`config.mk`:
```
export PLATFORM = sky130hd
export DESIGN_NAME = ervp_orca_cache_oimm_arbiter
export DESIGN_NICKNAME = d
export VERILOG_FILES = /design/src/rtl/ervp_orca_cache_oimm_arbiter_pkg.sv /design/src/rtl/ervp_orca_cache_oimm_arbiter_route_fifo.sv /design/src/rtl/ervp_orca_cache_oimm_arbiter.sv
export SDC_FILE = /design/constraint.sdc
export NUM_CORES = 1
export LEC_CHECK = 0
export CORE_AREA = 2 2 130 132
export DETAILED_ROUTE_END_ITERATION = 8
export DIE_AREA = 0 0 132 134
export HOLD_SLACK_MARGIN = 0.12
export PLACE_DENSITY = 0.71
export SLEW_MARGIN = 20
export SYNTH_ARGS = -nofsm -noshare
export SYNTH_HDL_FRONTEND = slang
export SYNTH_SLANG_ARGS = --single-unit
```
`constraint.sdc`:
```
create_clock -name clk -period 2.1 [get_ports clk]
set_input_delay 0.315 -clock clk [delete_from_list [all_inputs] [get_ports clk]]
set_output_delay 0.315 -clock clk [all_outputs]
set_load 0.01 [all_outputs]
```
`src/rtl/ervp_orca_cache_oimm_arbiter_pkg.sv`:
```
// Shared types for the ORCA cache OIMM two-port arbiter.
// Holds the FSM encoding and the return-route entry layout.
package ervp_orca_cache_oimm_arbiter_pkg;

    typedef enum logic [1:0] {
        ST_IDLE    = 2'd0,
        ST_PENDING = 2'd1,
        ST_WBURST  = 2'd2
    } arb_state_e;

    localparam int unsigned BW_PORT_ID = 1;

    // Route entry is {port_id, burstlength_minus1}.
    function automatic int unsigned route_width(input int unsigned bw_burst_length);
        return BW_PORT_ID + bw_burst_length;
    endfunction

endpackage

```
`src/rtl/ervp_orca_cache_oimm_arbiter_route_fifo.sv`:
```
// In-order return-route FIFO with synchronous active-high reset.
// Push and pop may coincide, including on a full FIFO.
module ervp_orca_cache_oimm_arbiter_route_fifo #(
    parameter int unsigned DEPTH = 4,
    parameter int unsigned WIDTH = 5
) (
    input  logic             clk,
    input  logic             rst,
    input  logic             push_i,
    input  logic [WIDTH-1:0] wdata_i,
    input  logic             pop_i,
    output logic [WIDTH-1:0] rdata_o,
    output logic             empty_o,
    output logic             full_o
);
    localparam int unsigned BW_PTR = $clog2(DEPTH);

    logic [WIDTH-1:0] mem_q [DEPTH];
    logic [BW_PTR:0]  wr_ptr_q;
    logic [BW_PTR:0]  rd_ptr_q;

    always_ff @(posedge clk) begin
        if (rst) begin
            wr_ptr_q <= '0;
            rd_ptr_q <= '0;
        end else begin
            if (push_i) wr_ptr_q <= wr_ptr_q + (BW_PTR+1)'(1);
            if (pop_i)  rd_ptr_q <= rd_ptr_q + (BW_PTR+1)'(1);
        end
    end

    // Storage needs no reset; validity is tracked by the pointers alone.
    always_ff @(posedge clk) begin
        if (push_i) mem_q[wr_ptr_q[BW_PTR-1:0]] <= wdata_i;
    end

    assign rdata_o = mem_q[rd_ptr_q[BW_PTR-1:0]];
    assign empty_o = (wr_ptr_q == rd_ptr_q);
    assign full_o  = (wr_ptr_q[BW_PTR] != rd_ptr_q[BW_PTR]) &&
                     (wr_ptr_q[BW_PTR-1:0] == rd_ptr_q[BW_PTR-1:0]);

endmodule

```
`src/rtl/ervp_orca_cache_oimm_arbiter.sv`:
```
// Round-robin arbiter sharing one OIMM master between the I-cache (s0) and D-cache (s1).
// Commands pass through with zero latency; read beats are routed back via an in-order FIFO.
module ervp_orca_cache_oimm_arbiter
    import ervp_orca_cache_oimm_arbiter_pkg::*;
#(
    parameter int unsigned BW_ADDR              = 32,
    parameter int unsigned BW_DATA              = 32,
    parameter int unsigned BW_BURST_LENGTH      = 4,
    parameter int unsigned MAX_OUTSTANDING_READ = 4
) (
    input  logic                       clk,
    input  logic                       rst,

    input  logic [BW_ADDR-1:0]         s0_oimm_address,
    input  logic [BW_BURST_LENGTH-1:0] s0_oimm_burstlength_minus1,
    input  logic [BW_DATA/8-1:0]       s0_oimm_byteenable,
    input  logic                       s0_oimm_requestvalid,
    input  logic                       s0_oimm_readnotwrite,
    input  logic [BW_DATA-1:0]         s0_oimm_writedata,
    input  logic                       s0_oimm_writelast,
    output logic [BW_DATA-1:0]         s0_oimm_readdata,
    output logic                       s0_oimm_readdatavalid,
    output logic                       s0_oimm_waitrequest,

    input  logic [BW_ADDR-1:0]         s1_oimm_address,
    input  logic [BW_BURST_LENGTH-1:0] s1_oimm_burstlength_minus1,
    input  logic [BW_DATA/8-1:0]       s1_oimm_byteenable,
    input  logic                       s1_oimm_requestvalid,
    input  logic                       s1_oimm_readnotwrite,
    input  logic [BW_DATA-1:0]         s1_oimm_writedata,
    input  logic                       s1_oimm_writelast,
    output logic [BW_DATA-1:0]         s1_oimm_readdata,
    output logic                       s1_oimm_readdatavalid,
    output logic                       s1_oimm_waitrequest,

    output logic [BW_ADDR-1:0]         m_oimm_address,
    output logic [BW_BURST_LENGTH-1:0] m_oimm_burstlength_minus1,
    output logic [BW_DATA/8-1:0]       m_oimm_byteenable,
    output logic                       m_oimm_requestvalid,
    output logic                       m_oimm_readnotwrite,
    output logic [BW_DATA-1:0]         m_oimm_writedata,
    output logic                       m_oimm_writelast,
    input  logic [BW_DATA-1:0]         m_oimm_readdata,
    input  logic                       m_oimm_readdatavalid,
    input  logic                       m_oimm_waitrequest,

    input  logic                       m_busy,
    output logic                       busy,
    output logic                       err_unexpected_rdata
);
    localparam int unsigned BW_ROUTE = route_width(BW_BURST_LENGTH);

    arb_state_e                 state_q, state_d;
    logic                       grant_q, grant_d;
    logic                       rr_q, rr_d;
    logic [BW_BURST_LENGTH-1:0] beat_cnt_q, beat_cnt_d;
    logic                       err_q, err_d;

    logic                       sel;
    logic                       win_rv;
    logic                       win_rnw;
    logic                       win_wlast;
    logic [BW_BURST_LENGTH-1:0] win_bl;
    logic                       read_blocked;
    logic                       accept;

    logic                       route_push;
    logic                       route_pop;
    logic                       route_hit;
    logic [BW_ROUTE-1:0]        route_wdata;
    logic [BW_ROUTE-1:0]        route_head;
    logic                       route_empty;
    logic                       route_full;
    logic                       head_port;
    logic [BW_BURST_LENGTH-1:0] head_len;

    // In IDLE the grant is live; otherwise it is held on the latched port.
    always_comb begin
        sel = grant_q;
        if (state_q == ST_IDLE) begin
            sel = (s0_oimm_requestvalid && s1_oimm_requestvalid) ? rr_q : s1_oimm_requestvalid;
        end
    end

    assign win_rv    = sel ? s1_oimm_requestvalid       : s0_oimm_requestvalid;
    assign win_rnw   = sel ? s1_oimm_readnotwrite       : s0_oimm_readnotwrite;
    assign win_wlast = sel ? s1_oimm_writelast          : s0_oimm_writelast;
    assign win_bl    = sel ? s1_oimm_burstlength_minus1 : s0_oimm_burstlength_minus1;

    assign m_oimm_address            = sel ? s1_oimm_address    : s0_oimm_address;
    assign m_oimm_byteenable         = sel ? s1_oimm_byteenable : s0_oimm_byteenable;
    assign m_oimm_writedata          = sel ? s1_oimm_writedata  : s0_oimm_writedata;
    assign m_oimm_burstlength_minus1 = win_bl;
    assign m_oimm_readnotwrite       = win_rnw;
    assign m_oimm_writelast          = win_wlast;

    // A pop in this cycle frees a slot, so a full FIFO can still take a read.
    assign read_blocked        = win_rnw && route_full && !route_pop;
    assign m_oimm_requestvalid = win_rv && !read_blocked;
    assign accept              = m_oimm_requestvalid && !m_oimm_waitrequest;

    assign s0_oimm_waitrequest = sel  ? 1'b1 : (m_oimm_waitrequest || read_blocked);
    assign s1_oimm_waitrequest = !sel ? 1'b1 : (m_oimm_waitrequest || read_blocked);

    assign route_push  = accept && win_rnw;
    assign route_wdata = {sel, win_bl};

    ervp_orca_cache_oimm_arbiter_route_fifo #(
        .DEPTH (MAX_OUTSTANDING_READ),
        .WIDTH (BW_ROUTE)
    ) u_route_fifo (
        .clk     (clk),
        .rst     (rst),
        .push_i  (route_push),
        .wdata_i (route_wdata),
        .pop_i   (route_pop),
        .rdata_o (route_head),
        .empty_o (route_empty),
        .full_o  (route_full)
    );

    assign head_port = route_head[BW_ROUTE-1];
    assign head_len  = route_head[BW_BURST_LENGTH-1:0];
    assign route_hit = m_oimm_readdatavalid && !route_empty;
    assign route_pop = route_hit && (beat_cnt_q == head_len);

    assign s0_oimm_readdata      = m_oimm_readdata;
    assign s1_oimm_readdata      = m_oimm_readdata;
    assign s0_oimm_readdatavalid = route_hit && !head_port;
    assign s1_oimm_readdatavalid = route_hit && head_port;

    assign busy                 = (state_q != ST_IDLE) || !route_empty || m_busy;
    assign err_unexpected_rdata = err_q;

    // Command FSM: whole commands arbitrated, write bursts locked until writelast.
    always_comb begin
        state_d = state_q;
        grant_d = grant_q;
        rr_d    = rr_q;
        case (state_q)
            ST_IDLE, ST_PENDING: begin
                if (m_oimm_requestvalid) begin
                    grant_d = sel;
                    if (m_oimm_waitrequest) begin
                        state_d = ST_PENDING;
                    end else if (win_rnw) begin
                        state_d = ST_IDLE;
                        rr_d    = !sel;
                    end else if (win_wlast) begin
                        state_d = ST_IDLE;
                        rr_d    = !rr_q;
                    end else begin
                        state_d = ST_WBURST;
                    end
                end
            end
            ST_WBURST: begin
                if (accept && win_wlast) begin
                    state_d = ST_IDLE;
                    rr_d    = !rr_q;
                end
            end
            default: state_d = ST_IDLE;
        endcase
    end

    always_comb begin
        beat_cnt_d = beat_cnt_q;
        if (route_hit) begin
            beat_cnt_d = route_pop ? '0 : beat_cnt_q + BW_BURST_LENGTH'(1);
        end
        err_d = err_q || (m_oimm_readdatavalid && route_empty);
    end

    always_ff @(posedge clk) begin
        if (rst) begin
            state_q    <= ST_IDLE;
            grant_q    <= 1'b0;
            rr_q       <= 1'b0;
            beat_cnt_q <= '0;
            err_q      <= 1'b0;
        end else begin
            state_q    <= state_d;
            grant_q    <= grant_d;
            rr_q       <= rr_d;
            beat_cnt_q <= beat_cnt_d;
            err_q      <= err_d;
        end
    end

endmodule

```
==> run_summary.xml <==
<?xml version="1.0" encoding="UTF-8"?>
<metrics>
  <group name="outcome">
    <metric name="status" unit="">complete, but fails checks</metric>
    <metric name="failing_checks" unit="">setup timing</metric>
  </group>
  <group name="setup_path">
    <metric name="setup.worst_path.start_class" unit="">flip-flop</metric>
    <metric name="timing.critical_path.slowest_stage_cell" unit="">mux4_2</metric>
    <metric name="critical_path_cell_by_cell" unit="">mux4_2, xnor2_2, and3_4, and3_4, nor2_2, or3_4, buf_6</metric>
    <metric name="crit_type" unit="">reg2out</metric>
    <metric name="cp-end-kind" unit="">primary output</metric>
    <metric name="path_delay_family" unit="">simple AND/OR/NAND/NOR gates</metric>
    <metric name="cpMostUsedCell" unit="">and3_4</metric>
    <metric name="critical_path.n_buffers_inverters" unit="">1</metric>
    <metric name="critical_path.max_stage_delay" unit="ps">550</metric>
    <metric name="critical_path_arrival" unit="ps">2220</metric>
    <metric name="timing.critical_path.fanout_max" unit="">3</metric>
    <metric name="required" unit="ps">1780</metric>
  </group>
  <group name="layout">
    <metric name="layout.cell_area.non_filler" unit="sq um">6863</metric>
    <metric name="layout-drive-gt1-share" unit="">0.5179</metric>
    <metric name="insertedDiodeCount" unit="">0</metric>
    <metric name="n_fill_cell" unit="">1496</metric>
    <metric name="layout_commonest_cell" unit="">clkdlybuf4s50_1</metric>
    <metric name="area_growth_syn_to_layout" unit="%">114.3</metric>
    <metric name="number_of_nets_in_the_finished_design" unit="">751</metric>
    <metric name="finish.utilization" unit="">0.4213</metric>
    <metric name="mostFrequentLayoutCells" unit="">153 x clkdlybuf4s50_1, 85 x buf_6, 52 x buf_4</metric>
  </group>
  <group name="place">
    <metric name="hpwl_reported_at_the_end_of_detailed_placement" unit="um">9482</metric>
    <metric name="placed_cell_area" unit="sq um">5674</metric>
    <metric name="place.port_buffers" unit="">235</metric>
    <metric name="gp_congestion" unit="">0.7475</metric>
    <metric name="setup_slack_after_placement" unit="ps">-901.2</metric>
  </group>
  <group name="routing">
    <metric name="drt_first_iter_violations" unit="">102</metric>
    <metric name="vias_per_cell" unit="">4.149</metric>
    <metric name="detailedRoute.firstPassIterationCount" unit="">4</metric>
    <metric name="vias" unit="">3228</metric>
    <metric name="routed_wl" unit="um">14030</metric>
    <metric name="drt-wirelength-per-cell" unit="um">18.04</metric>
    <metric name="antenna_violating_nets_left" unit="">0</metric>
    <metric name="remaining_drc_errors" unit="">0</metric>
  </group>
  <group name="synth">
    <metric name="synth_fp_nets" unit="">502</metric>
    <metric name="synth.distinct_cells" unit="">44</metric>
    <metric name="synth.ff_latch_count" unit="">37</metric>
    <metric name="ys.warnings.count" unit="">0</metric>
    <metric name="syn_inst" unit="">309</metric>
    <metric name="synth-seq-area-share" unit="">0.2939</metric>
    <metric name="synthesis.area_per_instance" unit="sq um">10.36</metric>
    <metric name="post_synth_instance_area" unit="sq um">3202</metric>
  </group>
  <group name="timing">
    <metric name="worst_case_headroom_to_the_max_slew_limit" unit="">0.7268</metric>
    <metric name="report.final.setup_viol" unit="">104</metric>
    <metric name="layout_worst_path_cycle_share" unit="">1.209</metric>
    <metric name="timing.final.hold_violations" unit="">0</metric>
    <metric name="drv_slew" unit="">0</metric>
    <metric name="unrepaired_setup_endpoints_after_global_routing" unit="">true</metric>
    <metric name="postLayoutSetupSlackWorst" unit="ps">-438.9</metric>
    <metric name="skew" unit="ps">7.827</metric>
    <metric name="finalCriticalPeriod" unit="ps">2539</metric>
    <metric name="slew_worst_pin" unit="ps">408.5</metric>
    <metric name="max_clock_freq" unit="MHz">393.9</metric>
  </group>
  <group name="floorplan">
    <metric name="die_area" unit="sq um">17690</metric>
    <metric name="top_level_ports" unit="">332</metric>
    <metric name="floorplan.rows" unit="">47</metric>
    <metric name="chipHeight" unit="um">134</metric>
    <metric name="die-width" unit="um">132</metric>
    <metric name="placeableCoreArea" unit="sq um">16290</metric>
    <metric name="floorplan.initialDensity" unit="">0.1966</metric>
  </group>
  <group name="cts">
    <metric name="cts_sinks" unit="">37</metric>
    <metric name="clock_tree.buffer_depth" unit="">2</metric>
    <metric name="clk_transition_reported_paths" unit="ps">60</metric>
    <metric name="cts_root_buffer" unit="">clkbuf_16</metric>
    <metric name="cts-htree-levels" unit="">2</metric>
    <metric name="cts_hold_repair.buffers" unit="">0</metric>
    <metric name="clk-insertion-delay-late" unit="ps">280</metric>
    <metric name="numCtsBuffers" unit="">5</metric>
    <metric name="tritoncts" unit="">built</metric>
  </group>
  <group name="global_route">
    <metric name="grt_max_degree" unit="">13</metric>
    <metric name="antenna_found_initial" unit="">0</metric>
    <metric name="grt_pass1_vias" unit="">3592</metric>
    <metric name="global_route.overflow_total" unit="">0</metric>
    <metric name="grt.total_usage" unit="">0.1493</metric>
    <metric name="grt_pass1_wl" unit="um">20240</metric>
  </group>
  <group name="flow_run">
    <metric name="reported_max_cap_violation_count" unit="">0</metric>
  </group>
  <group name="hold_path">
    <metric name="min-delay-path-class" unit="">reg2reg</metric>
  </group>
  <group name="power_and_ir_drop">
    <metric name="p_leak" unit="nW">2.876</metric>
    <metric name="peakVddDrop" unit="uV">274.1</metric>
    <metric name="totalPowerFinal" unit="mW">3.319</metric>
    <metric name="power.density" unit="nW/um^2">483.6</metric>
  </group>
</metrics>
[through the flow]
stage | cells | hold WS, ps | TNS (ps)
after floorplan | 309 | 457.1 | -303.2
after detailed placement | 733 | 467.3 | -72230
after CTS | 772 | 480.0 | -26210
after global routing | 778 | 500.0 | -29460
after global placement | 733 | 472.1 | -71030
final | 778 | 469.0 | -23920
[cell usage after synthesis, drive strengths merged]
library cell / number / share of area
or3: 3 / 0.0059
o41a: 1 / 0.0035
nor2b: 3 / 0.0059
ha: 6 / 0.023
nor2: 21 / 0.025
o32ai: 1 / 0.0027
o21ai: 1 / 0.0016
a211o: 1 / 0.0027
nand4: 2 / 0.0039
o21a: 1 / 0.0023
dfxtp: 17 / 0.11
a211oi: 1 / 0.0039
nor3: 5 / 0.0078
mux4: 3 / 0.021
a22o: 1 / 0.0027
mux2i: 10 / 0.031
xor2: 3 / 0.0082
edfxtp: 20 / 0.19
o211ai: 2 / 0.0047
nand2: 9 / 0.011
and3: 2 / 0.0055
a21oi: 4 / 0.0063
nand3: 1 / 0.0016
o31ai: 1 / 0.0023
a2bb2oi: 1 / 0.0027
mux2: 79 / 0.28
xnor2: 6 / 0.016
nand2b: 6 / 0.012
nand3b: 1 / 0.0023
o221ai: 2 / 0.0094
buf: 69 / 0.16
o22ai: 1 / 0.0020
and2: 4 / 0.0078
or4: 2 / 0.0047
a31oi: 2 / 0.0086
inv: 8 / 0.0094
clkbuf: 9 / 0.011
[flip-flops by register name, summed over array words and instances, names as in the netlist, named ones only]
register and flops:
beat_cnt_q 4, u_route_fifo.rd_ptr_q 3, u_route_fifo.wr_ptr_q 3, grant_q 1, rr_q 1, state_q 2, err_unexpected_rdata 1, u_route_fifo.mem_q 20
[where the power goes]
group | leakage, nW | internal (mW) | switching (mW) | total [mW]
clock network | 0.0644 | 0.428 | 0.260 | 0.688
registers | 0.323 | 0.795 | 0.0172 | 0.812
logic | 2.49 | 1.19 | 0.631 | 1.82
total | 2.88 | 2.41 | 0.908 | 3.32
[cell families after synthesis]
group / Yosys count / synth area share
simple gates: 59 / 0.09222
mux: 92 / 0.3302
buf+inv: 86 / 0.1801
xor+xnor: 9 / 0.02462
fa+ha+maj: 6 / 0.02345
compound gates: 20 / 0.05549
flops: 37 / 0.2939
[worst reg2reg max path: cells and delay by family, from the launching register on]
family	cells	cell delay, ps
multiplexers	2	870
flip-flops	1	360
buffers and inverters	3	350
AND/OR/NAND/NOR	1	200
XOR/XNOR	1	160
AO/OA/AOI/OAI	2	370
[path summary, 6_finish.rpt]
kind / startpoint / endpoint / slack [ps] / cells past startpoint
setup / recovery: flip-flop / s0_oimm_waitrequest / -440 / 7
hold / removal: err_unexpected_rdata / err_unexpected_rdata / 470 / 2
setup reg to reg: flip-flop / grant_q / -320 / 9
hold reg to reg: err_unexpected_rdata / err_unexpected_rdata / 470 / 2
[timing repair]
item | in CTS | in global routing
setup endpoints to repair | 129 | 116
pin swaps | 11 | 9
gates cloned | 12 | 2
resized for setup | 457 | 48
setup buffers | 24 | 9
[per-layer routing]
| metal | up-vias | wire [um] | track usage |
|---|---|---|---|
| li1 | 1529 | - | - |
| met1 | 1544 | 5414 | 0.1640 |
| met2 | 144 | 7682 | 0.2902 |
| met3 | 11 | 781 | 0.03023 |
| met4 | 0 | 155 | 0.03986 |
| met5 | - | 0 | 0 |
[cell type report]
| type | instances | area, sq um | area share |
|---|---|---|---|
| Clock buffer | 6 | 128.9 | 0.01878 |
| Tap cell | 220 | 275.3 | 0.04011 |
| Sequential cell | 37 | 954.7 | 0.1391 |
| Timing Repair Buffer | 320 | 3483 | 0.5076 |
| Clock inverter | 1 | 3.754 | 0.0005469 |
| Multi-Input combinational cell | 186 | 1987 | 0.2895 |
| Inverter | 8 | 30.03 | 0.004376 |
No activity file was read; power rests on OpenSTA's default activity.
